File: src/rtl/im_loader.sv
// Instruction-memory loader: assembles a little-endian byte stream into 32-bit words
// and writes them from address 0 while holding the CPU. Optional checksum: IM_LOADER_CSUM_EN.
module im_loader #(
    parameter int DEPTH = 1024
) (
    input  logic        clk,
    input  logic        rst_n,
    input  logic        start,
    input  logic [10:0] len,
    input  logic [7:0]  in_data,
    input  logic        in_valid,
    output logic        in_ready,
    output logic        im_we,
    output logic [11:2] im_addr,
    output logic [31:0] im_din,
    output logic        busy,
    output logic        cpu_hold,
    output logic        done,
    output logic        err
);

    // state | meaning
    // IDLE  | waiting for a legal start
    // LOAD  | accepting payload bytes, one write per four bytes
    // CSUM  | accepting the trailing checksum byte (IM_LOADER_CSUM_EN only)
    // DONE  | one-cycle completion pulse, CPU still held
    typedef enum logic [1:0] {
        S_IDLE = 2'd0,
        S_LOAD = 2'd1,
`ifdef IM_LOADER_CSUM_EN
        S_CSUM = 2'd3,
`endif
        S_DONE = 2'd2
    } state_t;

    state_t      state_q, state_d;
    logic [10:0] len_q;
    logic [9:0]  word_cnt;
    logic [1:0]  byte_idx;
    logic [23:0] word_buf;

    logic start_ok, xfer, last_byte, last_word;

    assign start_ok  = start && (len != 11'd0) && (len <= 11'(DEPTH));
    assign xfer      = in_valid && in_ready;
    assign last_byte = (byte_idx == 2'd3);
    assign last_word = ({1'b0, word_cnt} == (len_q - 11'd1));

    always_comb begin
        state_d  = state_q;
        in_ready = 1'b0;
        busy     = 1'b0;
        cpu_hold = 1'b0;
        done     = 1'b0;
        case (state_q)
            S_IDLE: begin
                if (start_ok) state_d = S_LOAD;
            end
            S_LOAD: begin
                in_ready = 1'b1;
                busy     = 1'b1;
                cpu_hold = 1'b1;
                if (xfer && last_byte && last_word) begin
`ifdef IM_LOADER_CSUM_EN
                    state_d = S_CSUM;
`else
                    state_d = S_DONE;
`endif
                end
            end
`ifdef IM_LOADER_CSUM_EN
            S_CSUM: begin
                in_ready = 1'b1;
                busy     = 1'b1;
                cpu_hold = 1'b1;
                if (xfer) state_d = S_DONE;
            end
`endif
            S_DONE: begin
                cpu_hold = 1'b1;
                done     = 1'b1;
                state_d  = S_IDLE;
            end
            default: state_d = S_IDLE;
        endcase
    end

    always_ff @(posedge clk or negedge rst_n) begin
        if (!rst_n) begin
            state_q  <= S_IDLE;
            len_q    <= 11'd0;
            word_cnt <= 10'd0;
            byte_idx <= 2'd0;
            word_buf <= 24'd0;
            im_we    <= 1'b0;
            im_addr  <= 10'd0;
            im_din   <= 32'd0;
        end else begin
            state_q <= state_d;
            im_we   <= 1'b0;
            if (state_q == S_IDLE && start_ok) begin
                len_q    <= len;
                word_cnt <= 10'd0;
                byte_idx <= 2'd0;
            end
            if (state_q == S_LOAD && xfer) begin
                byte_idx <= byte_idx + 2'd1;
                case (byte_idx)
                    2'd0: word_buf[7:0]   <= in_data;
                    2'd1: word_buf[15:8]  <= in_data;
                    2'd2: word_buf[23:16] <= in_data;
                    default: begin
                        im_din   <= {in_data, word_buf};
                        im_addr  <= word_cnt;
                        im_we    <= 1'b1;
                        word_cnt <= word_cnt + 10'd1;
                    end
                endcase
            end
        end
    end

`ifdef IM_LOADER_CSUM_EN
    logic [7:0] sum_q;

    // err is registered on the checksum byte so it is valid in the DONE cycle
    always_ff @(posedge clk or negedge rst_n) begin
        if (!rst_n) begin
            sum_q <= 8'd0;
            err   <= 1'b0;
        end else begin
            if (state_q == S_IDLE && start_ok) begin
                sum_q <= 8'd0;
                err   <= 1'b0;
            end
            if (state_q == S_LOAD && xfer) sum_q <= sum_q + in_data;
            if (state_q == S_CSUM && xfer) err <= ((sum_q + in_data) != 8'd0);
        end
    end
`else
    assign err = 1'b0;
`endif

endmodule

File: config.mk
export PLATFORM = sky130hd
export DESIGN_NAME = im_loader
export DESIGN_NICKNAME = d
export VERILOG_FILES = /design/src/rtl/im_loader.sv
export SDC_FILE = /design/constraint.sdc
export NUM_CORES = 1
export LEC_CHECK = 0
export CORE_ASPECT_RATIO = 2
export CORE_MARGIN = 3
export CORE_UTILIZATION = 48
export DETAILED_ROUTE_END_ITERATION = 10
export PLACE_DENSITY = 0.81
export SLEW_MARGIN = 20
export SYNTH_ARGS = -nofsm -noshare
export SYNTH_HDL_FRONTEND = slang
export SYNTH_SLANG_ARGS = --single-unit
File: constraint.sdc
create_clock -name clk -period 2.1 [get_ports clk]
set_input_delay 0.42 -clock clk [delete_from_list [all_inputs] [get_ports clk]]
set_output_delay 0.42 -clock clk [all_outputs]
set_load 0.01 [all_outputs]
# After elaboration in Yosys (flattened, before gate mapping)

Index checks and enable logic that the tools add are counted.
W data, S select, Z words.

Register bits after elaboration: 92
Word-level logic and storage cells: 54
Output and inout port bits: 48
Bits of input ports: 23

Order comparisons: 1
Bitwise operators: 1
Equality and inequality tests: 8
Reduce and logical (&&, ||, !) cells: 18
Mux-type cells: 13
$add $sub $neg: 3

Operators by type and width:

| operator                | number |
|---|---|
| $mux W10                | 3 |
| $eq A10 B11 Y1          | 1 |
| $le A11 B11 Y1 const B  | 1 |
| $reduce_bool A11 Y1     | 1 |
| $sub A11 B1 Y11 const B | 1 |
| $add A10 B1 Y10 const B | 1 |
| $reduce_and A2 Y1       | 5 |
| $mux W2                 | 4 |
| $logic_and A1 B1 Y1     | 7 |
| $eq A2 B2 Y1 const B    | 3 |
| $mux W1                 | 5 |
| $eq A2 B1 Y1 const B    | 2 |
| $logic_not A2 Y1        | 2 |
| $ne A2 B2 Y1 const B    | 2 |
| $pmux W2 S2             | 1 |
| $reduce_or A3 Y1        | 1 |
| $add A2 B1 Y2 const B   | 1 |
| $reduce_bool A2 Y1      | 1 |
| $reduce_or A2 Y1        | 1 |
| $not A1 Y1              | 1 |

# Depth between registers and ports, before layout

Gate-level depths: netlist (run 1).

Depth in word-level cells: 7
Gate-level depth with buffers: 11
Gate-level depth less buffers: 8

# Worst setup path before layout (run 1)

No wires, ideal clock.

Path type: flip-flop to flip-flop
Start: register len_q[0]
End: register state_q[0]
Period minus slack after synthesis: 2188 ps
Stages on the path, launching flop included: 9
Library setup time: 136 ps
Buffers on the path: 0
Slack: -88 ps
Required time: 1964 ps
Data arrival time: 2052 ps
Path through: dfrtp_1 inv_1 ha_1 or4b_4 or3_1 a21oi_1 o221a_2 a41o_1 o211ai_1

Longest elaborated chain between the ends: 5

RTL lines:

| element                     | line | RTL |
|---|---|---|
| from (decl)                 | 37   | `logic [10:0] len_q;` |
| from (signal assigned)      | 102  | `len_q <= len;` |
| $sub A11 B1 Y11             | 47   | `assign last_word = ({1'b0, word_cnt} == (len_q - 11'd1));` |
| $eq A10 B11 Y1              | 47   |  |
| $logic_and A1 B1 Y1         | 63   | `if (xfer && last_byte && last_word) begin` |
| $ne A2 B2 Y1 (no line)      | n/a  |  |
| $reduce_and A2 Y1 (no line) | n/a  |  |
| to (signal assigned)        | 99   | `state_q <= state_d;` |
| to (decl)                   | 36   | `state_t state_q, state_d;` |

No other way between the ends.
A chain may end at the register's enable or synchronous reset.

# Final worst setup path (run 1)

Ends and elaborated chain as after synthesis.

==> results of run 1 <==
where the power goes:
group	switching (µW)	internal, µW
combinational	1010	1280
clock	767	835
sequential	422	2360
total	2200	4470
kinds of logic (layout without fill, tap and decap cells):
kind of cell	Yosys count	after routing	synth area share, %
AND/OR/NAND/NOR	189	189	19.9
multiplexers	36	36	9.72
adder cells (fa/ha/maj)	9	9	2.72
AO/OA/AOI/OAI	43	43	6.52
XOR/XNOR	12	12	2.54
buffers and inverters	30	134	2.96
flip-flops	92	92	55.5
other	1	1	0.0905
metrics by stage:
stage	util, %	worst slack [ns]	setup TNS [ns]	instances
final	66.5	-0.206	-0.392	614
after global routing	66.5	-0.305	-0.600	614
after CTS	65.6	-0.220	-0.437	612
after detailed placement	62.0	-0.305	-5.47	595
after global placement	62.0	-0.249	-4.20	595
after floorplan	-	-0.0319	-0.0319	412
timing repair:
item                       CTS  global route
buffers inserted             2             2
setup endpoints to repair    4            21
hold buffers                 0             0
pin swaps                    4             5
gates resized for setup      4            14
cloned                       0             0
worst paths after layout:
path	from	end	slack, ns	depth (start not counted)
hold / removal	rst_n	word_buf[5]$_DFFE_PN0P_	0.02	1
min in group clk	word_buf[23]$_DFFE_PN0P_	im_din[23]$_DFFE_PN0P_	0.46	2
max in group asynchronous	rst_n	word_buf[23]$_DFFE_PN0P_	1.43	2
setup reg to reg	len_q[0]$_DFFE_PN0P_	state_q[0]$_DFFE_PN0P_	-0.21	9
hold reg to reg	word_buf[23]$_DFFE_PN0P_	im_din[23]$_DFFE_PN0P_	0.46	2
setup / recovery	len_q[0]$_DFFE_PN0P_	state_q[0]$_DFFE_PN0P_	-0.21	9
worst reg2reg max path, stage by stage, from the launching register on:
cell and delay, ns:
dfrtp_1 0.39, inv_1 0.06, ha_2 0.17, or4b_4 0.47
buf_6 0.14, or3_4 0.32, a21oi_2 0.16, o221a_4 0.22
a41o_1 0.17, o211ai_1 0.08
state kept, by name (all words and copies together) (netlist names):
name / cells
state_q: 2
byte_idx: 2
im_din: 32
im_we: 1
word_cnt: 10
len_q: 11
im_addr: 10
word_buf: 24
routing by layer:
| layer | GRT usage, % | vias to the layer above |
|---|---|---|
| met3 | 4.46 | 21 |
| met4 | 9.41 | 0 |
| met2 | 41.5 | 88 |
| met1 | 23.5 | 1659 |
| met5 | 0 | - |
| li1 | - | 1575 |
final cells by class:
| cell class | count | area, µm² |
|---|---|---|
| clock inverter | 7 | 66.3 |
| tap | 98 | 123 |
| inverter | 10 | 37.5 |
| timing repair buffer | 108 | 1010 |
| fill | 667 | 2790 |
| clock buffer | 9 | 225 |
| multi-input combinational | 290 | 1790 |
| sequential | 92 | 2300 |
layout by cell type, fill, tap and decap left out, types with 2 or more instances in the layout:
cell type          n
o41ai_1            2
buf_4             36
dlygate4sd2_1      2
inv_8              2
a21oi_1            2
and2_1             2
clkbuf_16          9
nor3_1             3
o21ai_0           17
xnor2_1           10
ha_1               8
nand3_1            8
buf_6              2
nor4_1             2
inv_1             10
and4_1             2
nor2_1            11
clkinv_4           3
clkdlybuf4s50_1   65
xor2_1             2
nand2_1          141
nand4_1            4
a31oi_1            9
mux2_2            29
dfrtp_1           92
nor4_2             3
inv_6              2
o21ai_1            4
buf_12             2
mux2_1             5
==> run_results.csv, run 1 <==
group,metric,value,unit
run_status,status,"complete, but fails checks",
run_status,violations,"setup timing",
die,core.rowCount,47,
yosys,synth_area_leaders,"dfrtp_1 56%, nand2_1 13%, mux2_2 7.9%",
yosys,netlist_area,0.00415,mm²
yosys,yosysWarnings,0,
clock_network,cts_max_path_buffers,2,
clock_network,cts_buffers,9,
drt,wl_per_cell,16.9,µm
yosys,synth_most_common_cell,"nand2_1",
grt,grt.overflow.total,0,
drt,drt-total-wl,10300,µm
grt,grt_pass1_wl,16800,µm
die,die_h,137,µm
worst_setup_path,path_buf_inv,2,
drt,routed-wl-met2,5840,µm
layout,area_delta_synth_final,34.0,%
pwr,ir_drop,0.825,mV
layout,final_nets,543,
worst_setup_path,cp_cell_sequence,"inv_1 -> ha_2 -> or4b_4 -> buf_6 -> or3_4 -> a21oi_2 -> o221a_4 -> a41o_1 -> o211ai_1",
yosys,synth_top_cells_by_count,"141 x nand2_1, 92 x dfrtp_1, 29 x mux2_2",
worst_setup_path,slowest_delay,0.47,ns
die,die_w,71.7,µm
drt,wl_met1,3820,µm
place,buffer_ports.inserted,69,
min_path,min_path_type,"in -> async",
sta,period_needed,2.31,ns
drt,vias_per_cell,5.44,
clock_network,cts.reportedPaths.clkPinSlew,0.07,ns
sta,min_period_over_period,110,%
grt,antenna_found_initial,0,
job,drv_cap,0,
clock_network,root_buffer,"clkbuf_16",
place,placed_cell_area,0.00517,mm²
yosys,synth_nets,444,
die,die_area,0.00985,mm²
clock_network,tritoncts,"built",
worst_setup_path,worst-setup-path-type,"reg -> reg",
yosys,synth_top_area_share,55.5,%
yosys,ys_seq_elements,92,
yosys,synth_edf_count,0,
drt,ant_nets,0,
yosys,synth_ff_type,"dfrtp_1",
worst_setup_path,start_kind,"flop",
sta,skew,0.00811,ns
sta,setup_ws,-0.206,ns
worst_setup_path,critical_path.max_fanout,3,
sta,fmax,0.434,GHz
grt,grt_max_degree,40,
yosys,synthCells,412,
clock_network,clkLatencyLatePin,0.35,ns
pwr,p_per_area,1200,mW/mm²
yosys,syn_avg_cell_area,10.1,µm²
sta,maxSlewViolCount,0,
clock_network,cts_sinks,92,
clock_network,ctsHtreeMaxLevel,3,
worst_setup_path,end_kind,"flop",
sta,whs,0.0185,ns
worst_setup_path,critical_path_required,2.33,ns
layout,layout-drive-gt1-share,20.0,%
yosys,yosysUniqueCellTypes,46,
drt,num_vias,3343,
pwr,design_power_total,6670,µW
sta,hold_violations,0,
die,coreArea,0.00835,mm²
drt,top_layer_used,"met4",
drt,wl_met3,397,µm
drt,remaining_drc_errors,0,
yosys,async_reset_ff_share,100,%
layout,stdcell_area,0.00556,mm²
yosys,ys_seq_area_share,55.5,%
drt,dr.pass1.iters,4,
place,gp_congestion,0.815,
grt,grt_pass1_vias,3540,
worst_setup_path,critPathSlowestCell,"or4b_4",
yosys,synth_top_area_cell,"dfrtp_1",
worst_setup_path,cp_top_family,"simple AND/OR/NAND/NOR gates",
place,dp_hpwl,7460,µm
sta,setup_viol,2,
die,io_pins,71,
layout,num_antenna_cells,0,
grt,grt_use_total,22.2,%
worst_setup_path,arrival,2.53,ns
sta,rsz0062_at_grt,"true",
drt,drt-initial-drc-count,178,
die,floorplan.initialDensity,49.6,%
pwr,p_leak,0.00268,µW
Power figures use the tool's default switching activity.
==> run 2: changes to the inputs <==
--- a/config.mk
+++ b/config.mk
@@ -10,7 +10,7 @@
 export CORE_UTILIZATION = 48
 export DETAILED_ROUTE_END_ITERATION = 10
 export PLACE_DENSITY = 0.81
-export SLEW_MARGIN = 20
 export SYNTH_ARGS = -nofsm -noshare
 export SYNTH_HDL_FRONTEND = slang
 export SYNTH_SLANG_ARGS = --single-unit
+export TNS_END_PERCENT = 1
==> run_results.csv, run 2 (synthesis gave the netlist of run 1 again) <==
group,metric,value,unit
run_status,status,"complete, but fails checks",
run_status,violations,"setup timing",
sta,fmax,0.448,GHz
worst_setup_path,r2r_cells,9,
die,io_pins,71,
layout,num_antenna_cells,0,
worst_setup_path,start_kind,"flop",
drt,remaining_drc_errors,0,
worst_setup_path,crit_end,"state_q[0]$_DFFE_PN0P_",
worst_setup_path,critPathLaunch,"len_q[0]$_DFFE_PN0P_",
job,drv_cap,0,
pwr,ir_drop,0.880,mV
layout,final_cell_mix,"141 x nand2_1, 92 x dfrtp_1, 63 x clkdlybuf4s50_1, 36 x buf_4, 29 x mux2_2",
drt,num_vias,3346,
layout,area_delta_synth_final,35.6,%
drt,ant_nets,0,
grt,grt_pass1_wl,16900,µm
pwr,design_power_total,6920,µW
die,floorplan.initialDensity,49.6,%
worst_setup_path,critical_path_required,2.32,ns
min_path,min_path_type,"in -> async",
clock_network,tritoncts,"built",
die,core.rowCount,47,
sta,finalSetupTns,-0.230,ns
sta,hold_violations,0,
grt,grt_use_total,22.5,%
worst_setup_path,arrival,2.45,ns
pwr,p_per_area,1230,mW/mm²
clock_network,holdBufCountCts,0,
place,buffer_ports.inserted,69,
clock_network,ctsHtreeMaxLevel,3,
layout,layout-drive-gt1-share,20.3,%
worst_setup_path,worst-setup-path-type,"reg -> reg",
clock_network,cts_max_path_buffers,2,
sta,tightest_slew,0.560,ns
drt,drt-initial-drc-count,139,
clock_network,cts.reportedPaths.clkPinSlew,0.07,ns
worst_setup_path,rr_startpoint,"len_q[0]$_DFFE_PN0P_",
die,die_w,71.7,µm
grt,use_met1,24.2,%
layout,final_nets,543,
clock_network,root_buffer,"clkbuf_16",
sta,maxSlewViolCount,0,
sta,setup_ws,-0.132,ns
sta,period_needed,2.23,ns
die,coreArea,0.00835,mm²
drt,drt-total-wl,10500,µm
grt,grt_max_degree,43,
sta,max-slew-margin-rel,62.7,%
sta,whs,0.0580,ns
clock_network,cts_sinks,92,
grt,antenna_found_initial,0,
layout,final_common_cell,"nand2_1",
worst_setup_path,r2r_setup_slack,-0.13,ns
place,dp_hpwl,7530,µm
pwr,p_leak,0.00273,µW
grt,use_met2,39.8,%
layout,largest_reg_flops,32,
clock_network,clkLatencyLatePin,0.35,ns
sta,rsz0062_at_grt,"true",
drt,dr.pass1.iters,5,
grt,grt_pass1_vias,3416,
grt,grt.overflow.total,0,
drt,vias_per_cell,5.45,
die,die_area,0.00985,mm²
clock_network,cts_buffers,9,
drt,wl_per_cell,17.0,µm
layout,regMostFlops,"im_din",
layout,reg_top3,"im_din x32, word_buf x24, len_q x11",
sta,skew,0.00885,ns
worst_setup_path,end_kind,"flop",
layout,fillers,633,
place,gp_congestion,0.853,
sta,min_period_over_period,106,%
sta,setup_viol,2,
worst_setup_path,reg2reg_to,"state_q[0]$_DFFE_PN0P_",
grt,grt_use_met3,4.97,%
grt,gr-max-usage-layer,"met2",
worst_setup_path,critical_path.max_fanout,5,
die,die_h,137,µm
## run 2: cell count changes in the layout (fill, tap and decap cells not counted), moves of 2 or more
cell,before,now
inv_1,10,8
inv_6,2,4
inv_8,2,0
nor3_2,0,2
clkinv_4,3,0
dlymetal6s2s_1,1,3
bufinv_16,0,2
clkdlybuf4s50_1,65,63
inv_2,0,2
## run 2: worst min path at each step
stage               startpoint                      end  slack, ns  cells past startpoint
finish                   rst_n   im_din[28]$_DFFE_PN0P_       0.06                      1
floorplan                rst_n  byte_idx[0]$_DFFE_PN0P_       0.12                      0
global route             rst_n   im_din[28]$_DFFE_PN0P_       0.08                      1
CTS                      rst_n   im_din[28]$_DFFE_PN0P_       0.07                      1
global placement         rst_n   im_din[28]$_DFFE_PN0P_       0.44                      1
detailed placement       rst_n   im_din[28]$_DFFE_PN0P_       0.45                      1
## run 2: cell type report
| class | count | area, µm² | share of cell area, % |
|---|---|---|---|
| clock buffers | 9 | 225 | 4.01 |
| inverters | 10 | 37.5 | 0.668 |
| multi-input cells | 290 | 1800 | 32.1 |
| repair buffers | 108 | 1030 | 18.3 |
| flip-flops and latches | 92 | 2300 | 41.0 |
| clock inverters | 7 | 103 | 1.83 |
| well taps | 98 | 123 | 2.18 |
## run 2: layer usage
layer	share of wire, %	routed length [µm]
met1	36	3800
met2	55	5720
met3	4.9	518
met4	4.2	435
met5	0	0
## run 2: critical path, cell delays in order (launching register included)
cell,delay [ns]
dfrtp_1,0.40
inv_2,0.08
ha_4,0.14
or4b_4,0.51
buf_6,0.15
xnor2_2,0.12
nor4_2,0.19
o221a_4,0.29
a41o_1,0.16
o211ai_1,0.08
## run 2: repair_timing
| item | 4_1_cts | 5_1_grt |
|---|---|---|
| gates resized for setup | 9 | 15 |
| pin swaps | 4 | 7 |
| setup endpoints to repair | 17 | 25 |
| setup buffers | 1 | 3 |
| hold endpoints to repair | 0 | 0 |
## run 2: power breakdown
group,switching [µW],internal (µW),leakage [µW],total (µW)
sequential,440,2360,0.00121,2800
combinational,1040,1320,0.00136,2360
clock,710,1060,0.000157,1770
## run 2: stage by stage
stage	setup slack (ns)	std cells	utilization [%]	instance area, µm²
2_1_floorplan	-0.0319	412	-	4150
3_3_place_gp	-0.543	594	62.0	5170
3_5_place_dp	-0.545	594	62.0	5170
4_1_cts	-0.180	611	66.3	5540
5_1_grt	-0.216	614	67.3	5620
6_report	-0.132	614	67.3	5620
==> run 3: changes to the inputs <==
--- a/config.mk
+++ b/config.mk
@@ -5,11 +5,14 @@
 export SDC_FILE = /design/constraint.sdc
 export NUM_CORES = 1
 export LEC_CHECK = 0
+export ABC_AREA = 1
 export CORE_ASPECT_RATIO = 2
 export CORE_MARGIN = 3
 export CORE_UTILIZATION = 48
 export DETAILED_ROUTE_END_ITERATION = 10
 export PLACE_DENSITY = 0.81
+export RECOVER_POWER = 100
+export SLEW_MARGIN = 30
 export SYNTH_ARGS = -nofsm -noshare
 export SYNTH_HDL_FRONTEND = slang
 export SYNTH_SLANG_ARGS = --single-unit
==> run_results.csv, run 3 <==
group,metric,value,unit
run_status,status,"complete, no violations",
yosys,syn_avg_cell_area,8.26,µm²
place,dp_hpwl,7530,µm
worst_setup_path,end_kind,"primary output",
yosys,ys_seq_area_share,55.6,%
clock_network,cts_buffers,9,
yosys,synth_ff_type,"dfrtp_1",
pwr,design_power_total,6300,µW
clock_network,ctsHtreeMaxLevel,3,
pwr,ir_drop,0.731,mV
die,core.rowCount,47,
drt,remaining_drc_errors,0,
layout,final_common_cell,"nand2_1",
yosys,ys_seq_elements,92,
yosys,synthCells,501,
drt,vias_per_cell,5.20,
drt,ant_nets,0,
worst_setup_path,start_kind,"flop",
die,die_h,137,µm
grt,grt_pass1_wl,17100,µm
yosys,synth_top_area_cell,"dfrtp_1",
worst_setup_path,worst-setup-path-type,"reg -> out",
sta,setup_viol,0,
yosys,synth_nets,533,
grt,grt_use_total,22.5,%
yosys,synth_most_common_cell,"nand2_1",
layout,area_delta_synth_final,26.7,%
clock_network,cts_max_path_buffers,2,
yosys,synth_top_area_share,55.6,%
sta,maxSlewViolCount,0,
worst_setup_path,path_buf_inv,2,
worst_setup_path,arrival,1.61,ns
yosys,netlist_area,0.00414,mm²
layout,num_antenna_cells,0,
yosys,synth_area_leaders,"dfrtp_1 56%, nand2_1 18%, o21ai_0 6.2%",
sta,fmax,0.491,GHz
die,die_w,71.7,µm
sta,hold_violations,0,
place,gp_congestion,0.853,
die,floorplan.initialDensity,49.6,%
yosys,async_reset_ff_share,100,%
drt,dr.pass1.iters,4,
grt,grt_pass1_vias,3680,
job,drv_cap,0,
grt,antenna_found_initial,0,
sta,max-slew-margin-rel,36.0,%
layout,final_nets,607,
worst_setup_path,critical_path.max_fanout,3,
layout,reg_top3,"im_din x32, word_buf x24, len_q x11",
clock_network,root_buffer,"clkbuf_16",
layout,final_cells,677,
sta,skew,0.00400,ns
layout,largest_reg_flops,32,
drt,wl_per_cell,15.2,µm
worst_setup_path,cp_top_family,"buffers and inverters",
layout,final_cell_mix,"203 x nand2_1, 92 x dfrtp_1, 51 x o21ai_0, 46 x inv_1, 46 x dlygate4sd3_1",
layout,regMostFlops,"im_din",
min_path,min_path_type,"reg -> reg",
clock_network,tritoncts,"built",
grt,grt.overflow.total,0,
worst_setup_path,critical_path_required,1.68,ns
sta,min_period_over_period,96.9,%
sta,rsz0062_at_grt,"true",
pwr,p_per_area,1200,mW/mm²
drt,drt-initial-drc-count,195,
worst_setup_path,cp_cell_sequence,"inv_1 -> ha_1 -> clkdlybuf4s50_1",
layout,layout-drive-gt1-share,6.74,%
yosys,yosysWarnings,0,
worst_setup_path,slowest_delay,0.53,ns
sta,tightest_slew,0.960,ns
die,io_pins,71,
die,coreArea,0.00835,mm²
layout,fillers,696,
yosys,synth_top_cells_by_count,"203 x nand2_1, 92 x dfrtp_1, 51 x o21ai_0",
yosys,synth_edf_count,0,
place,dp_cells,661,
clock_network,clkLatencyLatePin,0.34,ns
drt,num_vias,3522,
worst_setup_path,critPathSlowestCell,"clkdlybuf4s50_1",
clock_network,post-cts-setup-buffers,0,
grt,grt_max_degree,44,
yosys,yosysUniqueCellTypes,29,
clock_network,cts_sinks,92,
pwr,p_leak,0.00286,µW
die,die_area,0.00984,mm²
sta,period_needed,2.03,ns
drt,drt-total-wl,10300,µm
clock_network,cts.reportedPaths.clkPinSlew,0.06,ns
place,buffer_ports.inserted,69,
## run 3: changes by cell type after synthesis, sizes merged, moves of 16 or more
cell   delta
inv      +37
mux2     -34
nand2    +64
nand3    +20
nor2     +16
o21ai    +33
## run 3: what timing repair did
action	CTS	global route
hold buffers	1	0
hold endpoints to repair	22	0
endpoints found under the setup margin	2	7
resized for setup	1	5
pin swaps	0	0
## run 3: stage by stage
stage | util [%] | setup WS, ns | instance area, µm² | hold slack [ns] | TNS [ns]
final | 62.8 | 0.0651 | 5250 | 0.476 | 0
after global routing | 62.8 | -0.0130 | 5250 | 0.501 | -0.0130
after CTS | 63.2 | 0.0375 | 5280 | 0.475 | 0
after detailed placement | 59.4 | -0.0467 | 4960 | 0.339 | -0.101
after global placement | 59.4 | -0.0136 | 4960 | 0.335 | -0.0136
after floorplan | - | 0.373 | 4140 | 0.124 | 0
## run 3: cell families (layout without fill, tap and decap cells)
group	Yosys count	count (layout)	share of synthesized area, %
and+or+nand+nor	267	267	26.1
DFF	92	92	55.6
buffers and inverters	67	145	6.77
AOI/OAI and AO/OA	58	58	7.25
adders and majority gates	9	9	2.72
xor gates and xnor gates	7	7	1.48
other	1	1	0.0906
## run 3: per-layer routing
| layer | vias up | part of all wire [%] | track usage (%) |
|---|---|---|---|
| li1 | 1702 | - | - |
| met1 | 1688 | 35 | 23.2 |
| met2 | 97 | 57 | 41.4 |
| met3 | 35 | 3.8 | 3.65 |
| met4 | 0 | 4.7 | 13.4 |
| met5 | - | 0 | 0 |
## run 3: worst paths after layout
check | startpoint | endpoint | slack (ns) | cells past startpoint
min reg2reg | word_buf[2]$_DFFE_PN0P_ | im_din[2]$_DFFE_PN0P_ | 0.48 | 2
max reg2reg | state_q[1]$_DFFE_PN0P_ | word_cnt[3]$_DFF_PN0_ | 0.20 | 9
min | word_buf[2]$_DFFE_PN0P_ | im_din[2]$_DFFE_PN0P_ | 0.48 | 2
min in group asynchronous | rst_n | im_din[3]$_DFFE_PN0P_ | 0.51 | 2
max | state_q[0]$_DFFE_PN0P_ | cpu_hold | 0.07 | 3
max in group asynchronous | rst_n | im_addr[6]$_DFFE_PN0P_ | 0.35 | 3
## run 3: power by group
group | switching [µW] | total (µW) | internal (µW)
combinational | 1140 | 2000 | 857
clock | 687 | 1640 | 952
sequential | 371 | 2660 | 2290
## run 3: final cells by class
cell class	instances	area [µm²]	share of cell area [%]
clock buffers	10	239	4.55
clock inverters	5	60.1	1.14
inverters	49	185	3.53
multi-input cells	342	1570	29.8
flip-flops and latches	92	2300	43.9
well taps	98	123	2.34
repair buffers	81	773	14.7
## run 3: worst min-delay path: stages, from the launching register on
cell	delay, ns
dfrtp_1	0.35
nand2_1	0.05
nand2_1	0.05
